===== src/rtl/exc_ctrl_pkg.sv =====
// exc_ctrl_pkg: shared types and constants for the MEM-stage exception controller.
//   cp0_op_t    - cp0 write-port operation type
//   exc_info_t  - exception payload written to cp0 (epc, cause.bd, cause.exccode, badvaddr)
//   exc_flags_t - per-instruction exception flags from the pipeline (10 bits)
//   prio_res_t  - result of the exception priority encoder
package exc_ctrl_pkg;

   localparam int unsigned XLEN       = 32;
   localparam int unsigned EXCCODE_W  = 5;
   localparam int unsigned STATUS_IE  = 0;
   localparam int unsigned STATUS_EXL = 1;
   localparam int unsigned STATUS_BEV = 22;

   // Exception codes
   localparam logic [EXCCODE_W-1:0] EXC_INT  = 5'd0;
   localparam logic [EXCCODE_W-1:0] EXC_MOD  = 5'd1;
   localparam logic [EXCCODE_W-1:0] EXC_TLBL = 5'd2;
   localparam logic [EXCCODE_W-1:0] EXC_TLBS = 5'd3;
   localparam logic [EXCCODE_W-1:0] EXC_ADEL = 5'd4;
   localparam logic [EXCCODE_W-1:0] EXC_ADES = 5'd5;
   localparam logic [EXCCODE_W-1:0] EXC_SYS  = 5'd8;
   localparam logic [EXCCODE_W-1:0] EXC_BP   = 5'd9;
   localparam logic [EXCCODE_W-1:0] EXC_RI   = 5'd10;
   localparam logic [EXCCODE_W-1:0] EXC_OV   = 5'd12;

   // Exception vector bases and offsets
   localparam logic [XLEN-1:0] VEC_BASE_NORMAL = 32'h8000_0000;
   localparam logic [XLEN-1:0] VEC_BASE_BOOT   = 32'hBFC0_0200;
   localparam logic [XLEN-1:0] VEC_OFF_REFILL  = 32'h0000_0000;
   localparam logic [XLEN-1:0] VEC_OFF_GENERAL = 32'h0000_0180;

   typedef enum logic [2:0] {
      CP0_NONE  = 3'd0,
      CP0_MTC0  = 3'd1,
      CP0_EXC   = 3'd2,
      CP0_BADVA = 3'd3,
      CP0_ERET  = 3'd4,
      CP0_TLB   = 3'd5
   } cp0_op_t;

   typedef struct packed {
      logic [XLEN-1:0]      epc;
      logic                 cause_bd;
      logic [EXCCODE_W-1:0] cause_exccode;
      logic [XLEN-1:0]      badvaddr;
   } exc_info_t;

   // A data access raises at most one fault, so the data side is a 3-bit code
   // carrying both the load/store select and the refill/invalid distinction.
   typedef enum logic [2:0] {
      D_NONE        = 3'd0,
      D_ADEL        = 3'd1,
      D_ADES        = 3'd2,
      D_TLBL_REFILL = 3'd3,
      D_TLBL_INV    = 3'd4,
      D_TLBS_REFILL = 3'd5,
      D_TLBS_INV    = 3'd6,
      D_MOD         = 3'd7
   } d_exc_t;

   typedef struct packed {
      logic   adel_if;
      logic   tlbrefill_if;
      logic   tlbinv_if;
      logic   ri;
      logic   ov;
      logic   sys;
      logic   bp;
      d_exc_t d_exc;
   } exc_flags_t;

   typedef struct packed {
      logic                 valid;
      logic [EXCCODE_W-1:0] exccode;
      cp0_op_t              wtype;
      logic                 badva_dvaddr;   // 1: badvaddr from data address, 0: from pc
      logic                 is_refill;
   } prio_res_t;

   typedef enum logic [1:0] {
      ST_IDLE   = 2'd0,
      ST_WAIT   = 2'd1,
      ST_SETTLE = 2'd2
   } exc_state_t;

   // Refill goes to the base only when not already at exception level.
   function automatic logic [XLEN-1:0] exc_vector(input logic bev, input logic exl,
                                                   input logic is_refill);
      logic [XLEN-1:0] base;
      base = bev ? VEC_BASE_BOOT : VEC_BASE_NORMAL;
      return (is_refill && !exl) ? (base + VEC_OFF_REFILL) : (base + VEC_OFF_GENERAL);
   endfunction

endpackage


===== src/rtl/exc_ctrl_if.sv =====
// exc_ctrl_if: MEM-stage request, cp0 snapshot/handshake and controller outputs.
//   slave  - the exception controller view
//   master - the pipeline/cp0 environment view
interface exc_ctrl_if;
   import exc_ctrl_pkg::*;

   logic        m_valid;
   logic [31:0] m_pc;
   logic        m_is_bd;
   exc_flags_t  m_exc_flags;
   logic [31:0] m_dvaddr;
   logic        m_eret;
   logic        m_mtc0;
   logic [7:0]  m_cp0_addr;
   logic [31:0] m_cp0_wdata;
   logic [31:0] cp0_status;
   logic [31:0] cp0_cause;
   logic [31:0] cp0_epc;
   logic        cp0_ready;

   logic        cp0_wen;
   cp0_op_t     cp0_wtype;
   exc_info_t   cp0_exc_info;
   logic [4:0]  cp0_waddr;
   logic [2:0]  cp0_wsel;
   logic [31:0] cp0_wdata;
   logic        busy;
   logic        flush;
   logic        redirect_valid;
   logic [31:0] redirect_pc;

   modport slave (
      input  m_valid, m_pc, m_is_bd, m_exc_flags, m_dvaddr, m_eret, m_mtc0,
             m_cp0_addr, m_cp0_wdata, cp0_status, cp0_cause, cp0_epc, cp0_ready,
      output cp0_wen, cp0_wtype, cp0_exc_info, cp0_waddr, cp0_wsel, cp0_wdata,
             busy, flush, redirect_valid, redirect_pc
   );

   modport master (
      output m_valid, m_pc, m_is_bd, m_exc_flags, m_dvaddr, m_eret, m_mtc0,
             m_cp0_addr, m_cp0_wdata, cp0_status, cp0_cause, cp0_epc, cp0_ready,
      input  cp0_wen, cp0_wtype, cp0_exc_info, cp0_waddr, cp0_wsel, cp0_wdata,
             busy, flush, redirect_valid, redirect_pc
   );
endinterface


===== src/rtl/exc_ctrl_prio_enc.sv =====
// exc_prio_enc: combinational exception priority encoder.
//   flags    - per-instruction exception flags
//   int_pend - qualified pending interrupt
//   prio_c   - winning exception: valid, exccode, cp0 write type, badvaddr source, refill
module exc_prio_enc
   import exc_ctrl_pkg::*;
(
   input  exc_flags_t flags,
   input  logic       int_pend,
   output prio_res_t  prio_c
);

   always_comb begin
      prio_c       = '0;
      prio_c.wtype = CP0_NONE;
      prio_c.valid = 1'b1;
      if (int_pend) begin
         prio_c.exccode = EXC_INT;
         prio_c.wtype   = CP0_EXC;
      end else if (flags.adel_if) begin
         prio_c.exccode = EXC_ADEL;
         prio_c.wtype   = CP0_BADVA;
      end else if (flags.tlbrefill_if) begin
         prio_c.exccode   = EXC_TLBL;
         prio_c.wtype     = CP0_TLB;
         prio_c.is_refill = 1'b1;
      end else if (flags.tlbinv_if) begin
         prio_c.exccode = EXC_TLBL;
         prio_c.wtype   = CP0_TLB;
      end else if (flags.ri) begin
         prio_c.exccode = EXC_RI;
         prio_c.wtype   = CP0_EXC;
      end else if (flags.ov) begin
         prio_c.exccode = EXC_OV;
         prio_c.wtype   = CP0_EXC;
      end else if (flags.sys) begin
         prio_c.exccode = EXC_SYS;
         prio_c.wtype   = CP0_EXC;
      end else if (flags.bp) begin
         prio_c.exccode = EXC_BP;
         prio_c.wtype   = CP0_EXC;
      end else begin
         prio_c.badva_dvaddr = 1'b1;
         case (flags.d_exc)
            D_ADEL: begin
               prio_c.exccode = EXC_ADEL;
               prio_c.wtype   = CP0_BADVA;
            end
            D_ADES: begin
               prio_c.exccode = EXC_ADES;
               prio_c.wtype   = CP0_BADVA;
            end
            D_TLBL_REFILL: begin
               prio_c.exccode   = EXC_TLBL;
               prio_c.wtype     = CP0_TLB;
               prio_c.is_refill = 1'b1;
            end
            D_TLBL_INV: begin
               prio_c.exccode = EXC_TLBL;
               prio_c.wtype   = CP0_TLB;
            end
            D_TLBS_REFILL: begin
               prio_c.exccode   = EXC_TLBS;
               prio_c.wtype     = CP0_TLB;
               prio_c.is_refill = 1'b1;
            end
            D_TLBS_INV: begin
               prio_c.exccode = EXC_TLBS;
               prio_c.wtype   = CP0_TLB;
            end
            D_MOD: begin
               prio_c.exccode = EXC_MOD;
               prio_c.wtype   = CP0_TLB;
            end
            default: begin
               prio_c.valid        = 1'b0;
               prio_c.badva_dvaddr = 1'b0;
            end
         endcase
      end
   end

endmodule


===== src/rtl/exc_ctrl.sv =====
// exc_ctrl: exception/interrupt arbiter at the MEM/commit point; sole writer of cp0.
//   clk, rst - clock, synchronous active-high reset
//   bus      - exc_ctrl_if.slave: MEM request, cp0 snapshots/ready, cp0 write port,
//              busy/flush to the pipeline, redirect_valid/redirect_pc to fetch
// The accept cycle drives cp0/busy/flush straight from the request so the pipeline
// freezes in the same cycle; WAIT replays the captured request until cp0_ready.
module exc_ctrl
   import exc_ctrl_pkg::*;
#(
   parameter bit          RESET_BEV    = 1'b1,
   parameter int unsigned DEPTH_SETTLE = 1
) (
   input logic      clk,
   input logic      rst,
   exc_ctrl_if.slave bus
);

   localparam int unsigned SETTLE_W = (DEPTH_SETTLE > 1) ? $clog2(DEPTH_SETTLE) : 1;
   localparam logic [SETTLE_W-1:0] SETTLE_LAST =
      SETTLE_W'((DEPTH_SETTLE == 0) ? 0 : (DEPTH_SETTLE - 1));

   exc_state_t          state_q, state_d;
   logic [SETTLE_W-1:0] settle_cnt_q, settle_cnt_d;

   prio_res_t   prio_c;
   logic        int_pend_c;
   logic        accept_c;
   logic [31:0] epc_c;

   cp0_op_t     req_wtype_c;
   exc_info_t   req_info_c;
   logic [4:0]  req_waddr_c;
   logic [2:0]  req_wsel_c;
   logic [31:0] req_wdata_c;
   logic [31:0] req_rpc_c;
   logic        req_is_mtc0_c;

   cp0_op_t     wtype_q;
   exc_info_t   info_q;
   logic [4:0]  waddr_q;
   logic [2:0]  wsel_q;
   logic [31:0] wdata_q;
   logic        is_mtc0_q;
   logic [31:0] rpc_q;
   logic        redir_q;

   logic        wen_c, busy_c, flush_c;
   cp0_op_t     wtype_c;
   exc_info_t   info_c;
   logic [4:0]  waddr_c;
   logic [2:0]  wsel_c;
   logic [31:0] wdata_c;

   // Snapshots are only trusted in IDLE once the settle window has drained.
   assign int_pend_c = bus.cp0_status[STATUS_IE] & ~bus.cp0_status[STATUS_EXL]
                     & (|(bus.cp0_cause[15:8] & bus.cp0_status[15:8]))
                     & (state_q == ST_IDLE) & (settle_cnt_q == '0);

   exc_prio_enc u_prio (
      .flags    (bus.m_exc_flags),
      .int_pend (int_pend_c),
      .prio_c   (prio_c)
   );

   assign epc_c    = bus.m_is_bd ? (bus.m_pc - 32'd4) : bus.m_pc;
   assign accept_c = ~rst & (state_q == ST_IDLE) & bus.m_valid
                   & (prio_c.valid | bus.m_eret | bus.m_mtc0);

   // Request decode; an exception masks ERET/MTC0 of the same instruction.
   always_comb begin
      req_wtype_c   = CP0_NONE;
      req_info_c    = '0;
      req_waddr_c   = '0;
      req_wsel_c    = '0;
      req_wdata_c   = '0;
      req_rpc_c     = '0;
      req_is_mtc0_c = 1'b0;
      if (prio_c.valid) begin
         req_wtype_c              = prio_c.wtype;
         req_info_c.epc           = epc_c;
         req_info_c.cause_bd      = bus.m_is_bd;
         req_info_c.cause_exccode = prio_c.exccode;
         if (prio_c.wtype == CP0_BADVA || prio_c.wtype == CP0_TLB)
            req_info_c.badvaddr = prio_c.badva_dvaddr ? bus.m_dvaddr : bus.m_pc;
         req_rpc_c = exc_vector(bus.cp0_status[STATUS_BEV], bus.cp0_status[STATUS_EXL],
                                prio_c.is_refill);
      end else if (bus.m_eret) begin
         req_wtype_c = CP0_ERET;
         req_rpc_c   = bus.cp0_epc;
      end else if (bus.m_mtc0) begin
         req_wtype_c   = CP0_MTC0;
         req_waddr_c   = bus.m_cp0_addr[4:0];
         req_wsel_c    = bus.m_cp0_addr[7:5];
         req_wdata_c   = bus.m_cp0_wdata;
         req_is_mtc0_c = 1'b1;
      end
   end

   // FSM state register
   always_ff @(posedge clk) begin
      if (rst) begin
         state_q      <= ST_IDLE;
         settle_cnt_q <= '0;
      end else begin
         state_q      <= state_d;
         settle_cnt_q <= settle_cnt_d;
      end
   end

   // FSM next state and cp0/pipeline outputs
   always_comb begin
      state_d      = state_q;
      settle_cnt_d = settle_cnt_q;
      wen_c        = 1'b0;
      busy_c       = 1'b0;
      flush_c      = 1'b0;
      wtype_c      = CP0_NONE;
      info_c       = '0;
      waddr_c      = '0;
      wsel_c       = '0;
      wdata_c      = '0;
      case (state_q)
         ST_IDLE: begin
            if (accept_c) begin
               state_d = ST_WAIT;
               wen_c   = 1'b1;
               busy_c  = 1'b1;
               flush_c = ~req_is_mtc0_c;
               wtype_c = req_wtype_c;
               info_c  = req_info_c;
               waddr_c = req_waddr_c;
               wsel_c  = req_wsel_c;
               wdata_c = req_wdata_c;
            end
         end
         ST_WAIT: begin
            wen_c   = 1'b1;
            busy_c  = 1'b1;
            wtype_c = wtype_q;
            info_c  = info_q;
            waddr_c = waddr_q;
            wsel_c  = wsel_q;
            wdata_c = wdata_q;
            if (bus.cp0_ready) begin
               settle_cnt_d = '0;
               state_d      = (DEPTH_SETTLE == 0) ? ST_IDLE : ST_SETTLE;
            end
         end
         ST_SETTLE: begin
            busy_c = 1'b1;
            if (settle_cnt_q == SETTLE_LAST) begin
               settle_cnt_d = '0;
               state_d      = ST_IDLE;
            end else begin
               settle_cnt_d = settle_cnt_q + SETTLE_W'(1);
            end
         end
         default: state_d = ST_IDLE;
      endcase
   end

   // Captured request and redirect pulse
   always_ff @(posedge clk) begin
      if (rst) begin
         wtype_q   <= CP0_NONE;
         info_q    <= '0;
         waddr_q   <= '0;
         wsel_q    <= '0;
         wdata_q   <= '0;
         is_mtc0_q <= 1'b0;
         rpc_q     <= '0;
         redir_q   <= 1'b0;
      end else begin
         redir_q <= (state_q == ST_WAIT) & bus.cp0_ready & ~is_mtc0_q;
         if (accept_c) begin
            wtype_q   <= req_wtype_c;
            info_q    <= req_info_c;
            waddr_q   <= req_waddr_c;
            wsel_q    <= req_wsel_c;
            wdata_q   <= req_wdata_c;
            is_mtc0_q <= req_is_mtc0_c;
            rpc_q     <= req_rpc_c;
         end
      end
   end

   assign bus.cp0_wen        = wen_c;
   assign bus.cp0_wtype      = wtype_c;
   assign bus.cp0_exc_info   = info_c;
   assign bus.cp0_waddr      = waddr_c;
   assign bus.cp0_wsel       = wsel_c;
   assign bus.cp0_wdata      = wdata_c;
   assign bus.busy           = busy_c;
   assign bus.flush          = flush_c;
   assign bus.redirect_valid = redir_q;
   assign bus.redirect_pc    = rpc_q;

   logic unused_snapshot_bits;
   assign unused_snapshot_bits = ^{bus.cp0_status[31:23], bus.cp0_status[21:16],
                                   bus.cp0_status[7:2], bus.cp0_cause[31:16],
                                   bus.cp0_cause[7:0]};

   // Status.BEV must read as the reset value in the first cycle after reset.
   logic rst_q;
   always_ff @(posedge clk) rst_q <= rst;

   a_reset_bev: assert property (@(posedge clk)
      (rst_q && !rst) |-> (bus.cp0_status[STATUS_BEV] == RESET_BEV));

endmodule


===== src/flat_wrapper.sv =====
// flat-port wrapper written by rule: the top's interface ports become plain ports
module exc_ctrl_flat import exc_ctrl_pkg::*;
#(
   parameter bit          RESET_BEV    = 1'b1,
   parameter int unsigned DEPTH_SETTLE = 1
)
  (clk, rst, bus_m_valid, bus_m_pc, bus_m_is_bd, bus_m_exc_flags, bus_m_dvaddr, bus_m_eret, bus_m_mtc0, bus_m_cp0_addr, bus_m_cp0_wdata, bus_cp0_status, bus_cp0_cause, bus_cp0_epc, bus_cp0_ready, bus_cp0_wen, bus_cp0_wtype, bus_cp0_exc_info, bus_cp0_waddr, bus_cp0_wsel, bus_cp0_wdata, bus_busy, bus_flush, bus_redirect_valid, bus_redirect_pc);
  exc_ctrl_if bus_i ();
  input logic clk;
  input logic rst;
  input wire logic [$bits(bus_i.m_valid)-1:0] bus_m_valid;
  input wire logic [$bits(bus_i.m_pc)-1:0] bus_m_pc;
  input wire logic [$bits(bus_i.m_is_bd)-1:0] bus_m_is_bd;
  input wire logic [$bits(bus_i.m_exc_flags)-1:0] bus_m_exc_flags;
  input wire logic [$bits(bus_i.m_dvaddr)-1:0] bus_m_dvaddr;
  input wire logic [$bits(bus_i.m_eret)-1:0] bus_m_eret;
  input wire logic [$bits(bus_i.m_mtc0)-1:0] bus_m_mtc0;
  input wire logic [$bits(bus_i.m_cp0_addr)-1:0] bus_m_cp0_addr;
  input wire logic [$bits(bus_i.m_cp0_wdata)-1:0] bus_m_cp0_wdata;
  input wire logic [$bits(bus_i.cp0_status)-1:0] bus_cp0_status;
  input wire logic [$bits(bus_i.cp0_cause)-1:0] bus_cp0_cause;
  input wire logic [$bits(bus_i.cp0_epc)-1:0] bus_cp0_epc;
  input wire logic [$bits(bus_i.cp0_ready)-1:0] bus_cp0_ready;
  output wire logic [$bits(bus_i.cp0_wen)-1:0] bus_cp0_wen;
  output wire logic [$bits(bus_i.cp0_wtype)-1:0] bus_cp0_wtype;
  output wire logic [$bits(bus_i.cp0_exc_info)-1:0] bus_cp0_exc_info;
  output wire logic [$bits(bus_i.cp0_waddr)-1:0] bus_cp0_waddr;
  output wire logic [$bits(bus_i.cp0_wsel)-1:0] bus_cp0_wsel;
  output wire logic [$bits(bus_i.cp0_wdata)-1:0] bus_cp0_wdata;
  output wire logic [$bits(bus_i.busy)-1:0] bus_busy;
  output wire logic [$bits(bus_i.flush)-1:0] bus_flush;
  output wire logic [$bits(bus_i.redirect_valid)-1:0] bus_redirect_valid;
  output wire logic [$bits(bus_i.redirect_pc)-1:0] bus_redirect_pc;
  assign bus_i.m_valid = bus_m_valid;
  assign bus_i.m_pc = bus_m_pc;
  assign bus_i.m_is_bd = bus_m_is_bd;
  assign bus_i.m_exc_flags = bus_m_exc_flags;
  assign bus_i.m_dvaddr = bus_m_dvaddr;
  assign bus_i.m_eret = bus_m_eret;
  assign bus_i.m_mtc0 = bus_m_mtc0;
  assign bus_i.m_cp0_addr = bus_m_cp0_addr;
  assign bus_i.m_cp0_wdata = bus_m_cp0_wdata;
  assign bus_i.cp0_status = bus_cp0_status;
  assign bus_i.cp0_cause = bus_cp0_cause;
  assign bus_i.cp0_epc = bus_cp0_epc;
  assign bus_i.cp0_ready = bus_cp0_ready;
  assign bus_cp0_wen = bus_i.cp0_wen;
  assign bus_cp0_wtype = bus_i.cp0_wtype;
  assign bus_cp0_exc_info = bus_i.cp0_exc_info;
  assign bus_cp0_waddr = bus_i.cp0_waddr;
  assign bus_cp0_wsel = bus_i.cp0_wsel;
  assign bus_cp0_wdata = bus_i.cp0_wdata;
  assign bus_busy = bus_i.busy;
  assign bus_flush = bus_i.flush;
  assign bus_redirect_valid = bus_i.redirect_valid;
  assign bus_redirect_pc = bus_i.redirect_pc;
  exc_ctrl #(.RESET_BEV(RESET_BEV), .DEPTH_SETTLE(DEPTH_SETTLE)) u_core (.clk(clk), .rst(rst), .bus(bus_i));
endmodule

===== config.mk =====
export PLATFORM = sky130hd
export DESIGN_NAME = exc_ctrl_flat
export DESIGN_NICKNAME = d
export VERILOG_FILES = /design/src/rtl/exc_ctrl_pkg.sv /design/src/rtl/exc_ctrl_if.sv /design/src/rtl/exc_ctrl_prio_enc.sv /design/src/rtl/exc_ctrl.sv /design/src/flat_wrapper.sv
export SDC_FILE = /design/constraint.sdc
export NUM_CORES = 1
export LEC_CHECK = 0
export CAP_MARGIN = 15
export CORE_MARGIN = 3
export CORE_UTILIZATION = 30
export CTS_CLUSTER_DIAMETER = 80
export CTS_CLUSTER_SIZE = 16
export DETAILED_ROUTE_END_ITERATION = 10
export SLEW_MARGIN = 40
export SYNTH_ARGS = -nofsm -noshare
export SYNTH_HDL_FRONTEND = slang
export SYNTH_SLANG_ARGS = --single-unit

===== constraint.sdc =====
create_clock -name clk -period 2.5 [get_ports clk]
set_clock_uncertainty 0.2 [all_clocks]
set_input_delay 0.375 -clock clk [delete_from_list [all_inputs] [get_ports clk]]
set_output_delay 0.375 -clock clk [all_outputs]
set_load 0.005 [all_outputs]

==> impl_metrics.json <==
{
  "stdcell_count": 1888,
  "synth_ff_type": "dfxtp_1",
  "worstHoldEndpoint": "u_core.info_q[3]",
  "synth_common_cells": "dfxtp_1, a22o_1, nand2_1",
  "first_pass_iters": 5,
  "grt_pass1_wl_um": 53500,
  "crit_chain": "inv_2 > ha_4 > and3b_1 > buf_4 > a21boi_4 > buf_4 > buf_6 > o21ai_4 > buf_8 > buf_6 > buf_6 > buf_6 > buf_6 > o21ai_2 > buf_2",
  "cts_buffers": 17,
  "power_frac_comb_pct": 31.9,
  "cp.arrival_ns": 2.62,
  "grt_use_met2_pct": 39.3,
  "rr_startpoint": "u_core.state_q[1]",
  "hold_viol": 0,
  "numPortBuffers": 319,
  "syn_area_um2": 7770,
  "setup.worst_path.start_class": "flop",
  "ys_warn_count": 0,
  "cts.sink_count": 148,
  "violations": "negative setup slack",
  "drt-total-wl_um": 38100,
  "irDropWorstVdd_mv": 0.389,
  "fin_util_pct": 63.2,
  "cts_tree": "done",
  "leakage_nw": 7.24,
  "placementRows": 58,
  "avgSynthCellArea_um2": 8.52,
  "synth_seq_cells": 148,
  "status": "finished with violations",
  "via_per_inst": 5.35,
  "finalCritPeriodShare_pct": 128,
  "coreArea_um2": 25300,
  "critPathKind": "flop to output pin",
  "grt_max_degree": 45,
  "insertion_delay_ns": 0.42,
  "cap_violations": 0,
  "yosysTopAreaCell": "dfxtp_1",
  "final_antenna_net_count": 0,
  "gp_congestion": 0.833,
  "relSlewSlack_pct": 56.0,
  "worst_path_max_delay_cell": "dfxtp_2",
  "drc_errors": 0,
  "hold_buffers": 0,
  "busiest_layer": "met2",
  "grt-ovfl-total": 0,
  "netlist_instances": 912,
  "clk_root_buffer_cell": "clkbuf_16",
  "yosysTopAreaCellShare_pct": 38.1,
  "max-clock-path-buffers": 2,
  "hold_path_startpoint": "bus_m_pc[3]",
  "crit_fanout": 5,
  "setup_viol": 243,
  "fp.dieW_um": 167,
  "detail_route.wl_per_cell_um": 20.2,
  "finalCriticalPeriod_ns": 3.20,
  "fillCellCount": 2001,
  "die-area_um2": 27900,
  "r2r_end": "u_core.wdata_q[13]",
  "synth_most_common_cell": "dfxtp_1",
  "multi_input_area_um2": 5150,
  "pre_cts_slack_ns": -1.39,
  "floorplan.initialDensity_pct": 30.7,
  "regArea_um2": 2970,
  "synth_nets": 1133,
  "hold_path_class": "input pin to flop",
  "place_inst": 1650,
  "drive_above_1_share_pct": 42.3,
  "slew_viol_final": 0,
  "switchingPower_mw": 2.45,
  "ys_seq_area_share_pct": 38.1,
  "clkPwrFrac_pct": 35.2,
  "clock.fmax_mhz": 313,
  "synthToLayoutAreaGrowth_pct": 106,
  "required_ns": 1.92,
  "reg2reg_depth": 15,
  "die_h_um": 167,
  "crit_path_end_kind": "output pin",
  "finalWorstSetupSlack_ns": -0.699,
  "ff2ff_setup_slack_ns": -0.31,
  "slowest_delay_ns": 0.32,
  "worstMarginPinSlew_ns": 0.660,
  "yosys.cell_types.count": 58,
  "cpMostUsedCell": "buf_6",
  "antenna_found_initial": 0,
  "holdPathStages": 3,
  "use_met1_pct": 30.0,
  "grt_use_met3_pct": 5.74,
  "power_density_nw_per_um2": 493,
  "drtIter0Drc": 693,
  "vias": 10100,
  "switching_share_pct": 31.0,
  "path_clk_slew_ns": 0.07,
  "sequentialPowerShare_pct": 32.9,
  "nets": 1765,
  "rsz0062_at_grt": "true",
  "io_pins": 366,
  "dp_hpwl_um": 22800,
  "grt_pass1_vias": 9548,
  "htree_levels": 4,
  "synth_edf_count": 0,
  "power.internal_mw": 5.45,
  "grt_use_total_pct": 23.6,
  "synthArstFlopShare_pct": 0,
  "yosys-top-cells-area": "dfxtp_1, a22o_1, nand4_1"
}
==> worst max path at each step <==
stage / start / to / slack [ns] / cells past startpoint
after detailed placement: bus_m_pc[4] / bus_cp0_exc_info[57] / -1.39 / 9
after floorplan: u_core.state_q[1] / bus_cp0_waddr[0] / -0.04 / 8
final: u_core.state_q[1] / bus_cp0_exc_info[63] / -0.70 / 15
after CTS: u_core.state_q[1] / bus_cp0_exc_info[54] / -0.79 / 10
after global placement: bus_m_pc[4] / bus_cp0_exc_info[57] / -1.35 / 9
after global routing: u_core.state_q[1] / bus_cp0_exc_info[63] / -0.81 / 15
==> cells in the final DEF (no fill, tap or decap), types with 20 or more instances in the layout <==
master | Yosys | routed
nand4_1 | 71 | 71
clkdlybuf4s50_1 | 0 | 163
buf_12 | 0 | 26
a22o_1 | 102 | 101
inv_1 | 46 | 44
o211ai_1 | 42 | 42
dfxtp_1 | 148 | 146
nand2_1 | 83 | 83
nand3_1 | 37 | 30
buf_4 | 2 | 222
buf_2 | 16 | 100
buf_8 | 0 | 23
and2_4 | 0 | 20
clkbuf_16 | 0 | 32
buf_6 | 0 | 99
nand2b_1 | 21 | 20
dlygate4sd2_1 | 0 | 34
a21o_1 | 32 | 31
==> metal layers <==
layer,share of wire (%),vias up
met5,0,-
met4,3.6,0
met3,7.3,103
met2,48,488
met1,42,4790
li1,-,4712
==> critical path: cells and delay by family (launching register included) <==
kind | cells | cell delay [ns]
AND/OR/NAND/NOR | 1 | 0.17
AO/OA/AOI/OAI | 3 | 0.43
buffers and inverters | 10 | 1.14
adder cells (fa/ha/maj) | 1 | 0.14
flip-flops | 1 | 0.32
==> logic make-up after synthesis <==
group	Yosys count	share of synthesized area, %
compound gates	277	27.9
xor+xnor	24	2.71
fa+ha+maj	4	0.644
buf+inv	132	6.73
flops	148	38.1
mux	10	1.29
other cells	1	0.0483
simple gates	316	22.5
==> registers in the layout, summed over array words and instances (netlist names) <==
register,count
u_core.bus.redirect_valid,1
u_core.waddr_q,5
u_core.wsel_q,3
u_core.wdata_q,32
u_core.wtype_q,3
u_core.info_q,69
u_core.is_mtc0_q,1
u_core.state_q,2
u_core.bus.redirect_pc,32
==> layout make-up <==
class / instances / share of cell area [%]
clock inverter: 14 / 1.13
tap: 330 / 2.58
antenna: 1 / 0.0156
timing repair buffer: 698 / 41.8
inverter: 47 / 1.12
clock buffer: 18 / 2.74
multi-input combinational: 632 / 32.1
sequential: 148 / 18.5
==> power groups by stage <==
stage,registers [mW],clock network [mW],logic (mW)
floorplan,2.63,0,0.671
global placement,2.63,0,1.79
detailed placement,2.64,0,1.80
CTS,2.59,2.83,2.07
global route,2.61,2.92,2.67
finish,2.60,2.79,2.52
==> repair_timing <==
action	in CTS	in global routing
buffers inserted	106	97
pin swaps	112	171
endpoints found under the setup margin	167	245
cloned	11	22
resized for setup	642	180
==> through the flow <==
stage | hold slack, ns | cell area (µm²) | power [mW] | TNS, ns
floorplan | 0.199 | 7770 | 3.30 | -1.56
finish | 0.102 | 16000 | 7.90 | -88.41
global route | 0.110 | 16000 | 8.20 | -112.91
global placement | 0.234 | 12600 | 4.42 | -162.23
detailed placement | 0.240 | 12600 | 4.44 | -162.03
CTS | 0.0847 | 14600 | 7.48 | -70.86
(Power assumes the default switching activity.)
